$ cat src/rtl/mcc_job_arbiter.sv
// mcc_job_arbiter: two-requester round-robin job sequencer for the
// shared multi_cycle_circuit datapath, with timeout recovery.
//
// Ports:
//   clock, reset            sole clock, synchronous active-high reset
//   req[1:0]                per-requester job pending (held until ack)
//   req_mode[1:0]           per-requester mode bit
//   req_a..req_d[15:0]      requester i operand in bits [8i+7:8i]
//   ack[1:0]                one-cycle pulse when operands are latched
//   rsp_valid[1:0]          one-cycle pulse when the owner's job ends
//   rsp_result[7:0]         job result (0 on timeout)
//   rsp_err                 high with rsp_valid on timeout
//   busy                    high whenever the sequencer is not idle
//   mcc_start, mcc_mode     datapath start / mode
//   mcc_a..mcc_d[7:0]       datapath operands, stable for a whole job
//   mcc_reset               datapath reset (reset or recovery pulse)
//   mcc_done, mcc_result    datapath completion and result
module mcc_job_arbiter #(
  parameter int START_CYCLES = 2,
  parameter int TIMEOUT      = 64
) (
  input  logic        clock,
  input  logic        reset,
  input  logic [1:0]  req,
  input  logic [1:0]  req_mode,
  input  logic [15:0] req_a,
  input  logic [15:0] req_b,
  input  logic [15:0] req_c,
  input  logic [15:0] req_d,
  output logic [1:0]  ack,
  output logic [1:0]  rsp_valid,
  output logic [7:0]  rsp_result,
  output logic        rsp_err,
  output logic        busy,
  output logic        mcc_start,
  output logic        mcc_mode,
  output logic [7:0]  mcc_a,
  output logic [7:0]  mcc_b,
  output logic [7:0]  mcc_c,
  output logic [7:0]  mcc_d,
  output logic        mcc_reset,
  input  logic        mcc_done,
  input  logic [7:0]  mcc_result
);

  localparam int SW = $clog2(START_CYCLES + 1);
  localparam int TW = $clog2(TIMEOUT + 1);

  typedef enum logic [2:0] {
    IDLE,
    START,
    WAIT_LOW,
    WAIT_HIGH,
    RESP,
    RECOVER
  } state_t;

  state_t        state, state_n;
  logic          gnt, gnt_n;
  logic          last, last_n;
  logic [SW-1:0] scnt, scnt_n;
  logic [TW-1:0] tcnt, tcnt_n;
  logic [1:0]    ack_n, rv_n;
  logic [7:0]    res_n;
  logic          err_n, busy_n;
  logic          start_n, mode_n;
  logic [7:0]    a_n, b_n, c_n, d_n;
  logic          sel;
  logic          tmo;

  // A tie goes to whoever was not served last.
  assign sel = (req == 2'b11) ? ~last : req[1];

  // Counter holds 0 in the first start cycle, so this value on an edge
  // means the job has been running for TIMEOUT cycles after it.
  assign tmo = (tcnt == TW'(TIMEOUT - 1));

  assign mcc_reset = reset | (state == RECOVER);

  always_comb begin
    state_n = state;
    gnt_n   = gnt;
    last_n  = last;
    scnt_n  = scnt;
    tcnt_n  = tcnt;
    ack_n   = 2'b00;
    rv_n    = 2'b00;
    res_n   = rsp_result;
    err_n   = 1'b0;
    start_n = mcc_start;
    mode_n  = mcc_mode;
    a_n     = mcc_a;
    b_n     = mcc_b;
    c_n     = mcc_c;
    d_n     = mcc_d;
    if (state != IDLE) begin
      tcnt_n = tcnt + 1'b1;
    end
    unique case (state)
      IDLE: begin
        if (|req) begin
          gnt_n      = sel;
          last_n     = sel;
          ack_n[sel] = 1'b1;
          start_n    = 1'b1;
          mode_n     = req_mode[sel];
          a_n        = sel ? req_a[15:8] : req_a[7:0];
          b_n        = sel ? req_b[15:8] : req_b[7:0];
          c_n        = sel ? req_c[15:8] : req_c[7:0];
          d_n        = sel ? req_d[15:8] : req_d[7:0];
          scnt_n     = '0;
          tcnt_n     = '0;
          state_n    = START;
        end
      end
      START: begin
        if (scnt == SW'(START_CYCLES - 1)) begin
          start_n = 1'b0;
          state_n = WAIT_LOW;
        end else begin
          scnt_n = scnt + 1'b1;
        end
      end
      WAIT_LOW: begin
        if (tmo) begin
          rv_n[gnt] = 1'b1;
          err_n     = 1'b1;
          res_n     = 8'h00;
          state_n   = RECOVER;
        end else if (!mcc_done) begin
          state_n = WAIT_HIGH;
        end
      end
      WAIT_HIGH: begin
        if (tmo) begin
          rv_n[gnt] = 1'b1;
          err_n     = 1'b1;
          res_n     = 8'h00;
          state_n   = RECOVER;
        end else if (mcc_done) begin
          rv_n[gnt] = 1'b1;
          res_n     = mcc_result;
          state_n   = RESP;
        end
      end
      RESP:    state_n = IDLE;
      RECOVER: state_n = IDLE;
      default: state_n = IDLE;
    endcase
    busy_n = (state_n != IDLE);
  end

  always_ff @(posedge clock) begin
    if (reset) begin
      state      <= IDLE;
      gnt        <= 1'b0;
      last       <= 1'b1;
      scnt       <= '0;
      tcnt       <= '0;
      ack        <= 2'b00;
      rsp_valid  <= 2'b00;
      rsp_result <= 8'h00;
      rsp_err    <= 1'b0;
      busy       <= 1'b0;
      mcc_start  <= 1'b0;
      mcc_mode   <= 1'b0;
      mcc_a      <= 8'h00;
      mcc_b      <= 8'h00;
      mcc_c      <= 8'h00;
      mcc_d      <= 8'h00;
    end else begin
      state      <= state_n;
      gnt        <= gnt_n;
      last       <= last_n;
      scnt       <= scnt_n;
      tcnt       <= tcnt_n;
      ack        <= ack_n;
      rsp_valid  <= rv_n;
      rsp_result <= res_n;
      rsp_err    <= err_n;
      busy       <= busy_n;
      mcc_start  <= start_n;
      mcc_mode   <= mode_n;
      mcc_a      <= a_n;
      mcc_b      <= b_n;
      mcc_c      <= c_n;
      mcc_d      <= d_n;
    end
  end

endmodule

$ cat config.mk
export PLATFORM = sky130hd
export DESIGN_NAME = mcc_job_arbiter
export DESIGN_NICKNAME = d
export VERILOG_FILES = /design/src/rtl/mcc_job_arbiter.sv
export SDC_FILE = /design/constraint.sdc
export NUM_CORES = 1
export LEC_CHECK = 0
export CORE_MARGIN = 5
export CORE_UTILIZATION = 40
export DETAILED_ROUTE_END_ITERATION = 10
export PLACE_DENSITY = 0.77
export SLEW_MARGIN = 20
export SYNTH_ARGS = -nofsm -noshare
export SYNTH_HDL_FRONTEND = slang
export SYNTH_SLANG_ARGS = --single-unit
export TNS_END_PERCENT = 1
$ cat constraint.sdc
create_clock -name clock -period 2.9 [get_ports clock]
set_input_delay 0.29 -clock clock [delete_from_list [all_inputs] [get_ports clock]]
set_output_delay 0.29 -clock clock [all_outputs]
set_load 0.05 [all_outputs]
==> results.tsv, run 1 <==
stage	metric	value	unit
outcome	run status	finished clean	
drt	First-pass DRT Iterations	5	
final_layout	commonest non-fill, non-tap cells in the layout	clkdlybuf4s50_1 (126), dfxtp_1 (62), a21oi_1 (43), a211oi_1 (35), mux2i_1 (33)	
timing	RSZ-0062 raised after global routing	false	
global_routing	GRT Total Usage	17.6	%
floorplan	core footprint	6910	um2
worst_setup_path	Critical Path AT	1970	ps
pwr	P_leak	1.56	nW
pwr	switching power	0.000866	W
job	Max-Cap Viols	0	
clock_network	Post-CTS Resized	0	
timing	final worst setup slack	642	ps
drt	DRT antenna net count	0	
global_routing	grt ovf	0	
hold_path	Hold WC Path Type	register to register	
floorplan	Ports	128	
synthesis	number of synthesized flops with an enable pin	0	
clock_network	Post-CTS Setup Inserts	0	
clock_network	Max Buffers Root-to-Sink	2	
final_layout	fin cells	511	
pwr	Power per Cell Area	587	nW/um2
timing	worst-margin pin slew	699	ps
placed_design	Setup WS pre-CTS	850	ps
clock_network	CTS clk-pin slew, worst paths	60	ps
timing	Slew headroom	53.4	%
timing	setup TNS	0	ps
synthesis	Seq/Total Area, Yosys	43.2	%
clock_network	CTS sink cnt	62	
pwr	clock power share	27.2	%
placed_design	GPL Wtd Cong	0.774	
floorplan	chip width	94.7	um
clock_network	Root Buffer	clkbuf_8	
synthesis	Synthesized Nets	377	
timing	fin crit period	2260	ps
timing	fin crit share	77.9	%
worst_setup_path	critical-path maximum fanout	12	
timing	Max Freq	443	MHz
floorplan	vertical die dimension	94.7	um
global_routing	vias in the first global route	2657	
synthesis	async set-or-reset flop fraction in the synthesized netlist	0	%
synthesis	Distinct cells, synth	44	
final_layout	# diodes	0	
clock_network	clk_lat worst skew	330	ps
drt	drt wl/cell	15.2	um
synthesis	synthesized flop and latch total	62	
placed_design	# port buffers	127	
pwr	Reg power frac	39.5	%
synthesis	Avg Cell Area, Syn	9.70	um2
timing	Final setup viols	0	
drt	routed vias	2668	
worst_setup_path	Worst Setup End Kind	output pin	
synthesis	Synth top area share	43.2	%
synthesis	cell taking the most area after synthesis	dfxtp_1	
drt	initial DRC count	108	
pwr	Int Pwr	0.00166	W
clock_network	CTS Buf Count	9	
floorplan	Initial Util	41.6	%
pwr	Sw Share	34.3	%
pwr	Comb pwr share	33.3	%
drt	WL final	7750	um
worst_setup_path	Crit path required time	2610	ps
drt	average via count per standard cell	5.22	
final_layout	layout cell share with drive strength beyond 1	5.78	%
final_layout	Synth-to-Final Area Change	49.9	%
synthesis	top post-synthesis cells by area	dfxtp_1 (43%), mux2i_1 (12%), a211oi_1 (9.2%)	
floorplan	# rows	30	
clock_network	hold buffers post-CTS	0	
pwr	Max VDD drop	0.234	mV
worst_setup_path	startpoint type of the worst setup path	register	
worst_setup_path	Crit Path Class	register to output pin	
floorplan	DIE AREA	8970	um2
timing	worst clock skew	3.18	ps
placed_design	Final HPWL DP	5630	um
drt	DRC violations left	0	
global_routing	first-pass GRT wire length	12500	um
final_layout	commonest non-fill, non-tap cell in the layout	clkdlybuf4s50_1	
placed_design	Placed Instances	495	
global_routing	antenna violations before repair	0	
global_routing	largest net degree at the start of global routing	40	
synthesis	Synth Flop Type	dfxtp_1	
synthesis	Post-Syn Area	2870	um2
synthesis	Syn Inst Count	296	
synthesis	Ys Warns	0	
final_layout	fin nets	491	
timing	Fin. Hold Viols	0	
clock_network	CTS tree	done	
timing	max-slew violations	0	
clock_network	CTS H-tree lvls	3	
-- logic make-up (layout without fill, tap and decap cells) --
logic type      Yosys count  count (layout)  share of synthesized area (%)
buf+inv                  39             158                           8.02
simple gates             51              51                           10.8
mux                      34              34                           11.9
flops                    62              62                           43.2
compound gates          108             108                           25.2
fa+ha+maj                 2               2                          0.871
-- path summary, 6_finish.rpt --
check	start	slack (ps)	to	cells past startpoint
worst max-delay path	state[0]$_SDFF_PP0_	640	mcc_reset	3
worst min-delay path	rsp_result[5]$_SDFFE_PP0P_	470	rsp_result[5]$_SDFFE_PP0P_	2
worst max register to register	state[0]$_SDFF_PP0_	1070	tcnt[2]$_SDFF_PP0_	5
worst min register to register	rsp_result[5]$_SDFFE_PP0P_	470	rsp_result[5]$_SDFFE_PP0P_	2
-- stage by stage --
step	power [W]	hold WS (ps)	utilization (%)	area (um2)
global placement	0.00185	461	59.7	4130
finish	0.00253	473	62.3	4310
CTS	0.00255	477	62.3	4310
detailed placement	0.00186	468	59.7	4130
floorplan	0.00157	424	-	2870
global route	0.00265	502	62.3	4310
-- cells in the mapped netlist (3+ instances only) --
| master | count |
|---|---|
| o21ai_0 | 4 |
| nand2b_1 | 12 |
| buf_4 | 4 |
| a21oi_1 | 43 |
| nor2_1 | 10 |
| buf_2 | 7 |
| a211oi_1 | 35 |
| nand4b_1 | 3 |
| clkbuf_1 | 9 |
| o21bai_1 | 3 |
| nand2_1 | 7 |
| inv_1 | 11 |
| o32ai_1 | 8 |
| buf_6 | 8 |
| mux2i_1 | 33 |
| nand3_1 | 3 |
| dfxtp_1 | 62 |
-- registers in the layout (all words and copies together) (netlist names) --
register	cells
ack	2
rsp_err	1
tcnt	7
mcc_mode	1
state	3
rsp_valid	2
mcc_a	8
mcc_b	8
mcc_c	8
rsp_result	8
busy	1
gnt	1
mcc_d	8
last	1
mcc_start	1
scnt	2
-- power by group through the flow --
stage / sequential, W / combinational, W / clock [W]
5_1_grt: 0.00101 / 0.000901 / 0.000745
3_5_place_dp: 0.00101 / 0.000851 / 0
2_1_floorplan: 0.00126 / 0.000312 / 0
3_3_place_gp: 0.00101 / 0.000837 / 0
6_report: 0.000997 / 0.000843 / 0.000687
4_1_cts: 0.000997 / 0.000852 / 0.000705
-- routing by layer --
| metal | vias to the layer above | GRT usage (%) | wire length, um |
|---|---|---|---|
| li1 | 1337 | - | - |
| met1 | 1234 | 19.5 | 3040 |
| met2 | 90 | 30.4 | 3900 |
| met3 | 7 | 7.57 | 740 |
| met4 | 0 | 5.77 | 71 |
| met5 | - | 0 | 0 |
-- worst max-delay path: stages, from the launching register on --
cell and delay (ps):
dfxtp_1 590, nand2_1 100, o21bai_1 140, clkdlybuf4s50_1 820
-- final cells by class --
class,count,area [um2]
Multi-Input combinational cell,195,1410
Sequential cell,62,1240
Clock buffer,16,180
Timing Repair Buffer,131,1310
Fill cell,618,2600
Tap cell,96,120
Inverter,11,41.3
Note: power is estimated with default switching activity, not from simulation.
==> run 2, diff against run 1 <==
Settings changed: CORE_UTILIZATION 40 to 38.
Clock period 2.9 ns to 2.05 ns, I/O delays scaled along.
==> run 2 against run 1 <==
Compared with the run above:
- critical path depth stayed put
- clock skew increased by 9.9 ps
- core utilization is 2.3 points lower
- register-to-register slack lost 780 ps
- largest power group unchanged
- sequential share of layout area down 0.49 points
- final cell count up 1.8%
- clock power grew 28%
- sequential power is 41% higher
- die area is 4.7% higher
- worst setup slack got worse by 350 ps
==> results.tsv, run 2 (same netlist as run 1, synthesis figures left out) <==
stage	metric	value	unit	change
outcome	run status	finished clean		
final_layout	design area	4380	um2	+1.7%
worst_setup_path	Crit Path Class	register to register		
final_layout	Final Util	60.1	%	-2.3 points
final_layout	commonest non-fill, non-tap cell in the layout	clkdlybuf4s50_1		
final_layout	# diodes	0		unchanged
clock_network	Root Buffer	clkbuf_8		
hold_path	Hold Crit Start	reset		
placed_design	# port buffers	127		unchanged
clock_network	CTS H-tree lvls	3		unchanged
drt	WL final	7940	um	+2.5%
final_layout	FILL cells	660		+6.8%
timing	Slew headroom	62.4	%	+8.9 points
global_routing	largest net degree at the start of global routing	38		-5.0%
timing	fin crit period	1760	ps	
global_routing	vias in the first global route	2722		+2.4%
worst_setup_path	flop2flop setup slack	290	ps	-780 ps
timing	worst clock skew	13.1	ps	+9.93 ps
placed_design	GPL Wtd Cong	0.805		+4.1%
worst_setup_path	R2R cell count	3		-2
timing	Fin. Hold Viols	0		unchanged
worst_setup_path	Worst Setup End Kind	register		
floorplan	chip width	96.9	um	+2.3%
drt	drt wl/cell	15.3	um	+0.69%
hold_path	Hold WC Path Type	primary input to register		
worst_setup_path	startpoint type of the worst setup path	register		
worst_setup_path	R2R Path End	mcc_c[7]$_SDFFE_PP0P_		
final_layout	Synth-to-Final Area Change	52.5	%	
placed_design	placed inst area	4180	um2	+1.4%
worst_setup_path	critical-path maximum fanout	34		+22
clock_network	clk_lat worst skew	330	ps	about the same
placed_design	Final HPWL DP	5870	um	+4.3%
clock_network	CTS sink cnt	62		unchanged
drt	initial DRC count	53		-51%
timing	Final setup viols	0		unchanged
clock_network	Post-CTS Resized	0		unchanged
floorplan	# rows	31		+3.3%
drt	average via count per standard cell	5.17		-0.99%
drt	routed vias	2688		+0.75%
clock_network	CTS clk-pin slew, worst paths	70	ps	about the same
timing	fin crit share	85.7	%	
pwr	Power per Cell Area	806	nW/um2	+37%
drt	First-pass DRT Iterations	4		-1
clock_network	Max Buffers Root-to-Sink	2		unchanged
floorplan	core footprint	7290	um2	+5.6%
worst_setup_path	Crit path required time	2230	ps	-380 ps
global_routing	antenna violations before repair	0		unchanged
drt	DRT antenna net count	0		unchanged
final_layout	commonest non-fill, non-tap cells in the layout	clkdlybuf4s50_1 (125), dfxtp_1 (62), a21oi_1 (43), a211oi_1 (35), mux2i_1 (33)		
clock_network	CTS Buf Count	9		unchanged
worst_setup_path	worst reg2reg path startpoint	state[0]$_SDFF_PP0_		
timing	setup TNS	0	ps	unchanged
hold_path	hold endpoint	mcc_d[3]$_SDFFE_PP0P_		
global_routing	grt ovf	0		unchanged
pwr	Max VDD drop	0.381	mV	+63%
job	Max-Cap Viols	0		unchanged
floorplan	DIE AREA	9400	um2	+4.7%
pwr	P_leak	1.60	nW	+2.5%
global_routing	GRT Total Usage	16.7	%	-0.90 points
worst_setup_path	Critical Path AT	1940	ps	-30 ps
timing	worst-margin pin slew	565	ps	-134 ps
floorplan	Ports	128		unchanged
final_layout	fin nets	499		+1.6%
global_routing	first-pass GRT wire length	13100	um	+4.8%
drt	DRC violations left	0		unchanged
clock_network	CTS tree	done		
timing	Max Freq	569	MHz	
timing	RSZ-0062 raised after global routing	false		
final_layout	layout cell share with drive strength beyond 1	7.60	%	+1.8 points
timing	max-slew violations	0		unchanged
floorplan	Initial Util	39.4	%	-2.2 points
hold_path	hold depth	2		unchanged
floorplan	vertical die dimension	96.9	um	+2.3%
[run 2: report_power, final]
group | total [W] | switching (W) | internal, W | leakage, nW
registers | 0.00141 | 0.0000844 | 0.00133 | 0.510
clock network | 0.000878 | 0.000419 | 0.000460 | 0.0756
logic | 0.00124 | 0.000722 | 0.000519 | 1.01
total | 0.00353 | 0.00122 | 0.00231 | 1.60
[run 2: area by class of cell]
cell class              count  area (um2)  share of cell area [%]
clock buffers              13         149                    3.40
inverters                  11        41.3                   0.943
well taps                  99         124                    2.83
flip-flops and latches     62        1240                    28.3
multi-input cells         195        1410                    32.3
clock inverters             1        7.51                   0.171
repair buffers            139        1400                    32.0
[run 2: repair_timing]
item / in CTS / in global routing
setup endpoints to repair: 0 / 1
hold buffers: 0 / 0
setup buffers: 0 / 4
[run 2: critical path, cell delays in order, from the launching register on]
cell and delay [ps]:
dfxtp_1 430, or3_1 570, nor2_8 460, a211oi_1 150
[run 2: routing by layer]
metal	GRT usage, %	part of all wire, %	vias to the layer above
li1	-	-	1345
met1	19.8	44	1232
met2	27.4	47	101
met3	7.41	7.7	10
met4	4.86	1.5	0
met5	0	0	-
[run 2: how the worst max path moves through the flow]
stage | startpoint | to | slack, ps | depth (start not counted)
floorplan | state[0]$_SDFF_PP0_ | mcc_reset | 540 | 3
global placement | state[0]$_SDFF_PP0_ | tcnt[2]$_SDFF_PP0_ | 280 | 4
detailed placement | state[0]$_SDFF_PP0_ | tcnt[2]$_SDFF_PP0_ | 200 | 4
CTS | state[0]$_SDFF_PP0_ | tcnt[2]$_SDFF_PP0_ | 190 | 4
global route | state[2]$_SDFF_PP0_ | mcc_c[4]$_SDFFE_PP0P_ | 180 | 3
finish | state[0]$_SDFF_PP0_ | mcc_c[7]$_SDFFE_PP0P_ | 290 | 3
[run 2: metrics by stage]
stage / worst slack [ps] / hold slack (ps) / std cells / total power [W]
finish: 293 / 438 / 520 / 0.00353
global route: 178 / 456 / 520 / 0.00370
CTS: 188 / 422 / 516 / 0.00353
detailed placement: 201 / 460 / 502 / 0.00265
global placement: 283 / 458 / 502 / 0.00263
floorplan: 536 / 375 / 296 / 0.00222
